`src/rtl/wb_interconnect.sv`:
```
// Round-robin N:1 pipelined Wishbone arbiter with M-way address decode and in-order ack routing.
// Optional ack watchdog is compiled in when WB_TIMEOUT_EN is defined.
module wb_interconnect #(
  parameter int unsigned NUM_CTRL        = 3,
  parameter int unsigned NUM_PERIPH      = 3,
  parameter int unsigned ADDR_WIDTH      = 20,
  parameter int unsigned DATA_WIDTH      = 8,
  parameter logic [NUM_PERIPH*ADDR_WIDTH-1:0] PERIPH_BASE = {20'h10100, 20'h10000, 20'h00000},
  parameter logic [NUM_PERIPH*ADDR_WIDTH-1:0] PERIPH_MASK = {20'hFFFFF, 20'hFFF00, 20'hF0000},
  parameter int unsigned MAX_OUTSTANDING = 4,
  parameter int unsigned TIMEOUT_CYCLES  = 255
) (
  input  logic                             wb_clock_i,
  input  logic                             wb_reset_ni,
  input  logic [NUM_CTRL*ADDR_WIDTH-1:0]   ctrl_addr_i,
  input  logic [NUM_CTRL*DATA_WIDTH-1:0]   ctrl_data_i,
  input  logic [NUM_CTRL-1:0]              ctrl_we_i,
  input  logic [NUM_CTRL-1:0]              ctrl_cycle_i,
  input  logic [NUM_CTRL-1:0]              ctrl_strobe_i,
  output logic [NUM_CTRL-1:0]              ctrl_stall_o,
  output logic [NUM_CTRL-1:0]              ctrl_ack_o,
  output logic [DATA_WIDTH-1:0]            ctrl_data_o,
  output logic [ADDR_WIDTH-1:0]            periph_addr_o,
  output logic [DATA_WIDTH-1:0]            periph_data_o,
  output logic                             periph_we_o,
  output logic [NUM_PERIPH-1:0]            periph_cycle_o,
  output logic [NUM_PERIPH-1:0]            periph_strobe_o,
  input  logic [NUM_PERIPH-1:0]            periph_stall_i,
  input  logic [NUM_PERIPH-1:0]            periph_ack_i,
  input  logic [NUM_PERIPH*DATA_WIDTH-1:0] periph_data_i,
  output logic [NUM_CTRL-1:0]              grant_o,
  output logic                             timeout_o
);

  localparam int unsigned CW = (NUM_CTRL > 1) ? $clog2(NUM_CTRL) : 1;
  localparam int unsigned PW = $clog2(NUM_PERIPH + 1);
  localparam int unsigned FW = $clog2(MAX_OUTSTANDING);
  localparam int unsigned NW = FW + 1;
  localparam logic [PW-1:0] UNMAPPED = PW'(NUM_PERIPH);

  typedef enum logic {IDLE, GRANTED} state_e;

  state_e                state_q, state_d;
  logic [NUM_CTRL-1:0]   grant_q, grant_d;
  logic [CW-1:0]         rr_ptr_q, rr_ptr_d;
  logic [PW-1:0]         fifo_q [MAX_OUTSTANDING];
  logic [PW-1:0]         fifo_d [MAX_OUTSTANDING];
  logic [FW-1:0]         wr_ptr_q, wr_ptr_d, rd_ptr_q, rd_ptr_d;
  logic [NW-1:0]         count_q, count_d;
  logic                  unm_wait_q, unm_wait_d;

  logic [CW-1:0]         win_idx_c;
  logic                  g_cyc_c, g_stb_c;
  logic [PW-1:0]         sel_c, head_c;
  logic                  sel_stall_c, head_ack_c;
  logic [DATA_WIDTH-1:0] head_data_c;
  logic                  fifo_full_c, fifo_empty_c;
  logic                  push_c, pop_c, ack_c, stall_c;

`ifdef WB_TIMEOUT_EN
  localparam int unsigned TW = $clog2(TIMEOUT_CYCLES + 1);
  logic [TW-1:0] to_cnt_q, to_cnt_d;
`else
  logic unused_timeout;
  assign unused_timeout = ^TIMEOUT_CYCLES;
  assign timeout_o      = 1'b0;
`endif

  // Round-robin: requesters above rr_ptr beat those at or below it; lowest index wins in each group.
  always_comb begin
    win_idx_c = '0;
    for (int c = NUM_CTRL - 1; c >= 0; c--)
      if (ctrl_cycle_i[c] && c <= int'(rr_ptr_q)) win_idx_c = CW'(c);
    for (int c = NUM_CTRL - 1; c >= 0; c--)
      if (ctrl_cycle_i[c] && c > int'(rr_ptr_q)) win_idx_c = CW'(c);
  end

  // rr_ptr holds the current owner while GRANTED.
  always_comb begin
    periph_addr_o = '0;
    periph_data_o = '0;
    periph_we_o   = 1'b0;
    g_cyc_c       = 1'b0;
    g_stb_c       = 1'b0;
    for (int c = 0; c < NUM_CTRL; c++) begin
      if (rr_ptr_q == CW'(c)) begin
        periph_addr_o = ctrl_addr_i[c*ADDR_WIDTH +: ADDR_WIDTH];
        periph_data_o = ctrl_data_i[c*DATA_WIDTH +: DATA_WIDTH];
        periph_we_o   = ctrl_we_i[c];
        g_cyc_c       = ctrl_cycle_i[c];
        g_stb_c       = ctrl_strobe_i[c];
      end
    end
  end

  always_comb begin
    sel_c       = UNMAPPED;
    sel_stall_c = 1'b0;
    for (int p = NUM_PERIPH - 1; p >= 0; p--)
      if ((periph_addr_o & PERIPH_MASK[p*ADDR_WIDTH +: ADDR_WIDTH]) ==
          PERIPH_BASE[p*ADDR_WIDTH +: ADDR_WIDTH]) sel_c = PW'(p);
    for (int p = 0; p < NUM_PERIPH; p++)
      if (sel_c == PW'(p)) sel_stall_c = periph_stall_i[p];
  end

  always_comb begin
    head_c      = fifo_q[rd_ptr_q];
    head_ack_c  = 1'b0;
    head_data_c = '0;
    for (int p = 0; p < NUM_PERIPH; p++) begin
      if (head_c == PW'(p)) begin
        head_ack_c  = periph_ack_i[p];
        head_data_c = periph_data_i[p*DATA_WIDTH +: DATA_WIDTH];
      end
    end
  end

  assign fifo_full_c  = (count_q == NW'(MAX_OUTSTANDING));
  assign fifo_empty_c = (count_q == '0);

  always_comb begin
    state_d         = state_q;
    grant_d         = grant_q;
    rr_ptr_d        = rr_ptr_q;
    fifo_d          = fifo_q;
    wr_ptr_d        = wr_ptr_q;
    rd_ptr_d        = rd_ptr_q;
    count_d         = count_q;
    unm_wait_d      = 1'b0;
    push_c          = 1'b0;
    pop_c           = 1'b0;
    ack_c           = 1'b0;
    stall_c         = 1'b1;
    ctrl_data_o     = '0;
    periph_cycle_o  = '0;
    periph_strobe_o = '0;
`ifdef WB_TIMEOUT_EN
    timeout_o       = 1'b0;
    to_cnt_d        = '0;
`endif
    case (state_q)
      IDLE: begin
        if (|ctrl_cycle_i) begin
          state_d  = GRANTED;
          grant_d  = NUM_CTRL'(1) << win_idx_c;
          rr_ptr_d = win_idx_c;
        end
      end
      GRANTED: begin
        if (!g_cyc_c) begin
          // Release: outstanding entries are abandoned, late acks fall on the floor.
          state_d  = IDLE;
          grant_d  = '0;
          wr_ptr_d = '0;
          rd_ptr_d = '0;
          count_d  = '0;
        end else begin
          periph_cycle_o = '1;
          for (int p = 0; p < NUM_PERIPH; p++)
            if (sel_c == PW'(p)) periph_strobe_o[p] = g_stb_c & ~fifo_full_c;
          stall_c = fifo_full_c | sel_stall_c;
          push_c  = g_stb_c & ~stall_c;
          if (!fifo_empty_c) begin
            if (head_c == UNMAPPED) begin
              if (unm_wait_q) begin
                pop_c       = 1'b1;
                ack_c       = 1'b1;
                ctrl_data_o = '1;
              end else begin
                unm_wait_d = 1'b1;
              end
            end else if (head_ack_c) begin
              pop_c       = 1'b1;
              ack_c       = 1'b1;
              ctrl_data_o = head_data_c;
            end
`ifdef WB_TIMEOUT_EN
            // Fires on the TIMEOUT_CYCLES-th cycle the head has gone unanswered.
            if (!pop_c) begin
              if (to_cnt_q == TW'(TIMEOUT_CYCLES - 1)) begin
                pop_c       = 1'b1;
                ack_c       = 1'b1;
                ctrl_data_o = '1;
                timeout_o   = 1'b1;
                unm_wait_d  = 1'b0;
              end else begin
                to_cnt_d = to_cnt_q + 1'b1;
              end
            end
`endif
          end
          if (push_c) begin
            fifo_d[wr_ptr_q] = sel_c;
            wr_ptr_d         = wr_ptr_q + 1'b1;
          end
          if (pop_c) rd_ptr_d = rd_ptr_q + 1'b1;
          if (push_c && !pop_c)      count_d = count_q + 1'b1;
          else if (pop_c && !push_c) count_d = count_q - 1'b1;
        end
      end
      default: state_d = IDLE;
    endcase
  end

  assign ctrl_stall_o = ~grant_q | {NUM_CTRL{stall_c}};
  assign ctrl_ack_o   = grant_q & {NUM_CTRL{ack_c}};
  assign grant_o      = grant_q;

  always_ff @(posedge wb_clock_i or negedge wb_reset_ni) begin
    if (!wb_reset_ni) begin
      state_q    <= IDLE;
      grant_q    <= '0;
      rr_ptr_q   <= CW'(NUM_CTRL - 1);
      fifo_q     <= '{default: '0};
      wr_ptr_q   <= '0;
      rd_ptr_q   <= '0;
      count_q    <= '0;
      unm_wait_q <= 1'b0;
    end else begin
      state_q    <= state_d;
      grant_q    <= grant_d;
      rr_ptr_q   <= rr_ptr_d;
      fifo_q     <= fifo_d;
      wr_ptr_q   <= wr_ptr_d;
      rd_ptr_q   <= rd_ptr_d;
      count_q    <= count_d;
      unm_wait_q <= unm_wait_d;
    end
  end

`ifdef WB_TIMEOUT_EN
  always_ff @(posedge wb_clock_i or negedge wb_reset_ni) begin
    if (!wb_reset_ni) to_cnt_q <= '0;
    else              to_cnt_q <= to_cnt_d;
  end
`endif

endmodule

```
`config.mk`:
```
export PLATFORM = sky130hd
export DESIGN_NAME = wb_interconnect
export DESIGN_NICKNAME = d
export VERILOG_FILES = /design/src/rtl/wb_interconnect.sv
export SDC_FILE = /design/constraint.sdc
export NUM_CORES = 1
export LEC_CHECK = 0
export BUFFER_PORTS_ARGS = -buffer_cell sky130_fd_sc_hd__clkbuf_2
export CORE_ASPECT_RATIO = 1.75
export CORE_MARGIN = 1.5
export CORE_UTILIZATION = 35
export CTS_CLUSTER_DIAMETER = 150
export CTS_CLUSTER_SIZE = 8
export DETAILED_ROUTE_END_ITERATION = 10
export GPL_ROUTABILITY_DRIVEN = 0
export GPL_TIMING_DRIVEN = 0
export PLACE_DENSITY_LB_ADDON = 0.2
export SETUP_SLACK_MARGIN = 0.15
export SLEW_MARGIN = 0
export SYNTH_ARGS = -nofsm -noshare
export SYNTH_HDL_FRONTEND = slang
export SYNTH_SLANG_ARGS = --single-unit
```
`constraint.sdc`:
```
create_clock -name wb_clock_i -period 7.95 [get_ports wb_clock_i]
set_input_delay 1.1925 -clock wb_clock_i [delete_from_list [all_inputs] [get_ports wb_clock_i]]
set_output_delay 1.1925 -clock wb_clock_i [all_outputs]
set_load 0.03 [all_outputs]
```
* After elaboration in Yosys (flattened, before gate mapping)
Cells that the tools add are included.
** Word-level totals
- Register bits :: 22
- Word-level logic and storage cells :: 149
** Operators by class
- Equal/unequal tests :: 15
- Magnitude comparators :: 7
- Reductions and logical operators :: 21
- Bitwise operators :: 11
- Muxes and demuxes :: 79
- Shift-type cells :: 1
- Add/subtract/negate cells :: 4
** Operators with widths (count)
- $mux 8 :: 12
- $mux 20 :: 3
- $mux 1 :: 36
- $mux 2 :: 14
- $mux 3 :: 9
- $eq 20x17->1 const B :: 1
- $logic_not 20->1 :: 1
- $eq 12x9->1 const B :: 1
- $reduce_and 2->1 :: 5
- $bwmux 8 :: 1
- $eq 2x2->1 const B :: 4
- $logic_and 1x1->1 :: 7
- $eq 2x1->1 const B :: 3
- $ge 3x3->1 const B :: 2
- $logic_not 2->1 :: 3
- $not 2->3 :: 2
- $pmux 3 s2 :: 1
- $add 2x1->2 const B :: 2
- $bmux 2 s2 :: 1
- $demux 2 s2 :: 1
- $ne 2x1->1 const B :: 2
- $ne 2x2->1 const B :: 2
- $add 3x1->3 const B :: 1
- $and 3x3->3 :: 1
- 19 further kinds :: 23

* Logic depth before layout (Yosys ltp)
- Depth in word-level cells :: 20
- Gate-level depth with buffers :: 13
- Depth with buffers taken out :: 11

* Worst setup path after synthesis
Ideal clock, no wire load.
- Path type :: input-to-output
- From :: input port ctrl_addr_i[37]
- To :: output port ctrl_stall_o[0]
- Stages :: 6
- Arrival :: 2.811 ns
- Required time :: 6.758 ns
- Slack :: 3.947 ns
- Buffers on the path :: 0
- Cells stage by stage :: mux2i_1 -> o2bb2ai_1 -> nor3_1 -> and3_1 -> a211oi_1 -> nand2_1
** Between the ends
- Longest elaborated chain between the ends :: 14
- Elaborated cells between the ends (all ways) :: 18
- Classes of those cells :: 4 x eq/ne; 10 x mux; 2 x bitwise; 2 x reduce/logical
** Ends and longest elaborated chain
- start: declaration :: line 15 : input logic [NUM_CTRL*ADDR_WIDTH-1:0] ctrl_addr_i,
- $mux 20 * (2 in a row) :: line 86 : if (rr_ptr_q == CW'(c)) begin
- net periph_addr_o[17] :: line 23 : output logic [ADDR_WIDTH-1:0] periph_addr_o,
- $eq 20x17->1 :: line 100 : if ((periph_addr_o & PERIPH_MASK[p*ADDR_WIDTH +: ADDR_WIDTH]) ==
- $mux 1 :: line 100
- $mux 2 :: line 100
- $mux 2 * :: line 100
- $logic_not 2->1 :: line 103 : if (sel_c == PW'(p)) sel_stall_c = periph_stall_i[p];
- $mux 1 (2 in a row) :: line 103
- $mux 1 * :: line 103
- $or 1x1->1 * :: line 161 : stall_c = fifo_full_c | sel_stall_c;
- $mux 1 * :: line 150 : if (!g_cyc_c) begin
- $mux 1 * :: line 141 : case (state_q)
- $or 3x3->3 * :: line 205 : assign ctrl_stall_o = ~grant_q | {NUM_CTRL{stall_c}};
- end: declaration :: line 20 : output logic [NUM_CTRL-1:0] ctrl_stall_o,
The timed path passes the listed nets; every way through them passes the cells marked *.

* Final worst setup path
- From :: register rr_ptr_q[1]
- To :: output port ctrl_stall_o[2]
** Between the ends
- Longest elaborated chain between the ends :: 16
- Elaborated cells between the ends (all ways) :: 25
- Classes of those cells :: 6 x eq/ne; 14 x mux; 2 x bitwise; 3 x reduce/logical
** Ends and longest elaborated chain
- start: declaration :: line 45 : logic [CW-1:0] rr_ptr_q, rr_ptr_d;
- start signal: assignment :: line 213 : rr_ptr_q <= CW'(NUM_CTRL - 1);
- start signal: assignment :: line 222 : rr_ptr_q <= rr_ptr_d;
- $logic_not 2->1 :: line 86
- $mux 20 (3 in a row) :: line 86
- $eq 20x17->1 :: line 100
- $mux 1 :: line 100
- $mux 2 (2 in a row) :: line 100
- $logic_not 2->1 :: line 103
- $mux 1 (3 in a row) :: line 103
- $or 1x1->1 :: line 161
- $mux 1 * :: line 150
- $mux 1 * :: line 141
- $or 3x3->3 * :: line 205
Mark *: on every way between the ends. The rest lies on a longest branch, timed or not.

==> impl_results.md <==
* Pwr/cell area at about 370 nW/µm²
* Status: finished, final reports clean
* Synth Area in Compound Gates at 20.3%
* Initial detailed-routing violation count at 43
* Tot GR Track Use at about a fifth
* Most common cell after layout, fill and taps aside: clkbuf_2
* Core footprint at 6280 µm²
* Met3 WL post-DR at roughly 460 µm
* Switching share of power at between 50% and 60%
* Synth Warn # at 0
* Worst Path Required at approximately 6.8 ns
* Slew of the pin with the lowest slew margin at between 0.6 and 0.7 ns
* DR pass1 iterations at 4
* Crit share post-route at 55.3%
* WL final at between 7000 and 8000 µm
* Syn Nets at 394
* Clock share of power at under 10%
* Syn Area/Cell at about 8.7 µm²
* Final setup viols at 0
* Startpoint types: flop
* Gr ovfl total at 0
* Max-cap violations at 0
* Most frequent cells in the layout: clkbuf_2 (176), mux2i_1 (35), nand2_1 (33)
* Die ar. at roughly 7000 µm²
* Worst setup EP type: output pin
* Slew HR at 59.4%
* Vias/cell at around 5.1
* Unrepaired setup endpoints after global routing: no
* Flops & latches, synth at 22
* H-tree levels at 1
* Sequential share of power at 15.5%
* Register area share after synthesis at about a quarter
* Post-CTS setup buffers at 0
* Filler cells at roughly 670
* CP arrival at about 3.2 ns
* Post-CTS Resized at 0
* Die X at roughly 64 µm
* VDD IR-drop max at 226 µV
* Nets at ~570
* Cell accounting for the most synthesized area: dfrtp_1
* Async S/R FF share, synth at 100%
* Logic pwr share at 77.9%
* Internal power at between 0.0005 and 0.0006 W
* Area occupied by registers at about 550 µm²
* Synth top area cells: dfrtp_1 (23%), mux2i_1 (15%), mux2_2 (7.9%)
* Initial core utilization at a little over a third
* Multi-input gate area at about 1600 µm²
* Area Overhead vs Synth at 45.1%
* Total Neg Setup Slack at 0 ns
* Synth Area in XOR/XNOR at less than 1%
* Clock root buffer: clkbuf_8
* Cells after Synth at between 200 and 300
* Fmax at about 0.23 GHz
* Routed Antenna Nets at 0
* TritonCTS clock tree: built
* Max layer used: met4
* Slowest stage cell, crit path: dfstp_2
* Ant diodes at 0
* Clock latency on the worst-skew pair at about 0.27 ns
* Simple-Gate Fraction of Synth Area at between 10% and 20%
* Critical Path Max Stage Delay at roughly 0.60 ns
* Clock buffer depth at 2
* Skew final at 0.00371 ns
* Hold Path Class: reg2reg
* TritonCTS buffer count at 3
* Vias in the first global route at about 2,600
* WL met2 at around 4100 µm
* Setup Crit Path Kind: reg2out
* TritonCTS sink count at 22
* Sw power at just under 0.0007 W
* Number of placed I/O pins at approximately 180
* Crit path buf inv count at 6
* Netlist cell types at 49
* Utilization after layout at 52.9%
* Adder-Cell Fraction of Synth Area at roughly 3.1%
* First-pass GRT wire length at between 10,000 and 15,000 µm
* Hold buffer count at cts at 0
* Clock-pin slew on the worst setup and hold paths at about 0.08 ns
* Via count at 2,652
* Netlist Area Pre-Place at 2290 µm²
* Routed length per instance at 13.7 µm
* Final min period at between 4 and 5 ns
* Top delay family on crit path: buffers and inverters
* DRT met1 WL at roughly 2500 µm
* Die height at between 100 and 150 µm
* HPWL Detailed at roughly 6200 µm
* Initial antenna violation count at 0
* Largest net degree at the start of global routing at 23
* Final Max Slew Viols at 0
* Ys flop type: dfrtp_1
* Crit path cell chain: nor2b_2 -> buf_2 -> buf_2 -> a21oi_1 -> inv_1 -> nand2_1 -> inv_1 -> buf_2 -> nand2_1 -> a211oi_1 -> nand2_1 -> clkbuf_2
* Largest family of logic cells by synthesized area: multiplexers
* Fraction of synthesized area in multiplexers at about a quarter
* FP Rows at 38
* Leakage power at about 1.7 nW
* Pwr Total at ~0.0012 W
* Max Fanout on Critical Path at 12
* Top cell type's share of synthesized area at 23.0%
* Port buffer count at about 180
* DRC Markers at 0
* Post-synth EDFFs at 0
* Setup slack, reg-to-reg at around 4.7 ns
* Proportion of layout cells with a drive suffix above 1 at about half
* Final Hold Viols at 0
[cells by family (layout without fill, tap and decap cells)]
logic type | after synthesis | count (layout)
buffers and inverters | 31 | 210
flip-flops | 22 | 22
adder cells (fa/ha/maj) | 5 | 5
AND/OR/NAND/NOR | 84 | 84
AO/OA/AOI/OAI | 66 | 66
XOR/XNOR | 1 | 1
multiplexers | 54 | 54
other | 1 | 1
[final timing paths]
kind,from,endpoint,cells past startpoint
max in group asynchronous,wb_reset_ni,rr_ptr_q[1],1
min in group asynchronous,wb_reset_ni,fifo_q[5],1
worst min-delay path,unm_wait_q,unm_wait_q,1
worst max register to register,rr_ptr_q[1],count_q[2],11
worst min register to register,unm_wait_q,unm_wait_q,1
worst max-delay path,rr_ptr_q[1],ctrl_stall_o[2],12
[layout make-up]
type	instances	share of cell area, %
Multi-Input combinational cell	211	47.2
Buffer	21	3.96
Tap cell	80	3.02
Clock buffer	4	1.66
Timing Repair Buffer	175	26.4
Inverter	10	1.13
Sequential cell	22	16.6
[power groups by stage]
| stage | combinational, W | clock, W | sequential (W) |
|---|---|---|---|
| after global placement | 0.000956 | 0 | 0.000192 |
| after CTS | 0.000971 | 0.0000851 | 0.000191 |
| final | 0.000961 | 0.0000819 | 0.000191 |
| after global routing | 0.00105 | 0.0000917 | 0.000198 |
| after floorplan | 0.000715 | 0 | 0.000195 |
| after detailed placement | 0.000967 | 0 | 0.000194 |
[sequential cells by signal (all words and copies together) (netlist names)]
| signal | cells |
|---|---|
| fifo_q | 8 |
| count_q | 3 |
| grant_o | 3 |
| rd_ptr_q | 2 |
| rr_ptr_q | 2 |
| wr_ptr_q | 2 |
| state_q | 1 |
| unm_wait_q | 1 |
[per-stage QoR]
stage               cell area [µm²]  cells  hold slack (ns)  worst slack, ns
global placement               3260    519            0.429             3.65
detailed placement             3260    519            0.438             3.64
global route                   3320    523            0.469             3.18
finish                         3320    523            0.440             3.55
CTS                            3320    523            0.450             3.49
floorplan                      2290    264            0.404             3.95
[cells in the mapped netlist, types with 4 or more instances]
cell type	count
nor2_1	16
dfrtp_1	21
mux2i_1	35
nor3_1	4
nor4_1	4
clkbuf_1	5
inv_1	10
buf_4	4
ha_1	4
o21ai_0	17
mux2_2	16
o22ai_1	9
nand2_1	33
a21oi_1	7
buf_2	5
buf_6	4
and3_1	8
o2bb2ai_1	19
[metal layers]
metal / vias to the layer above / GRT usage, %
met2: 124 / 42.0
met1: 1195 / 19.3
met3: 11 / 2.66
li1: 1322 / -
met5: - / 0
met4: 0 / 8.81
No activity file was read; power rests on OpenSTA's default activity.
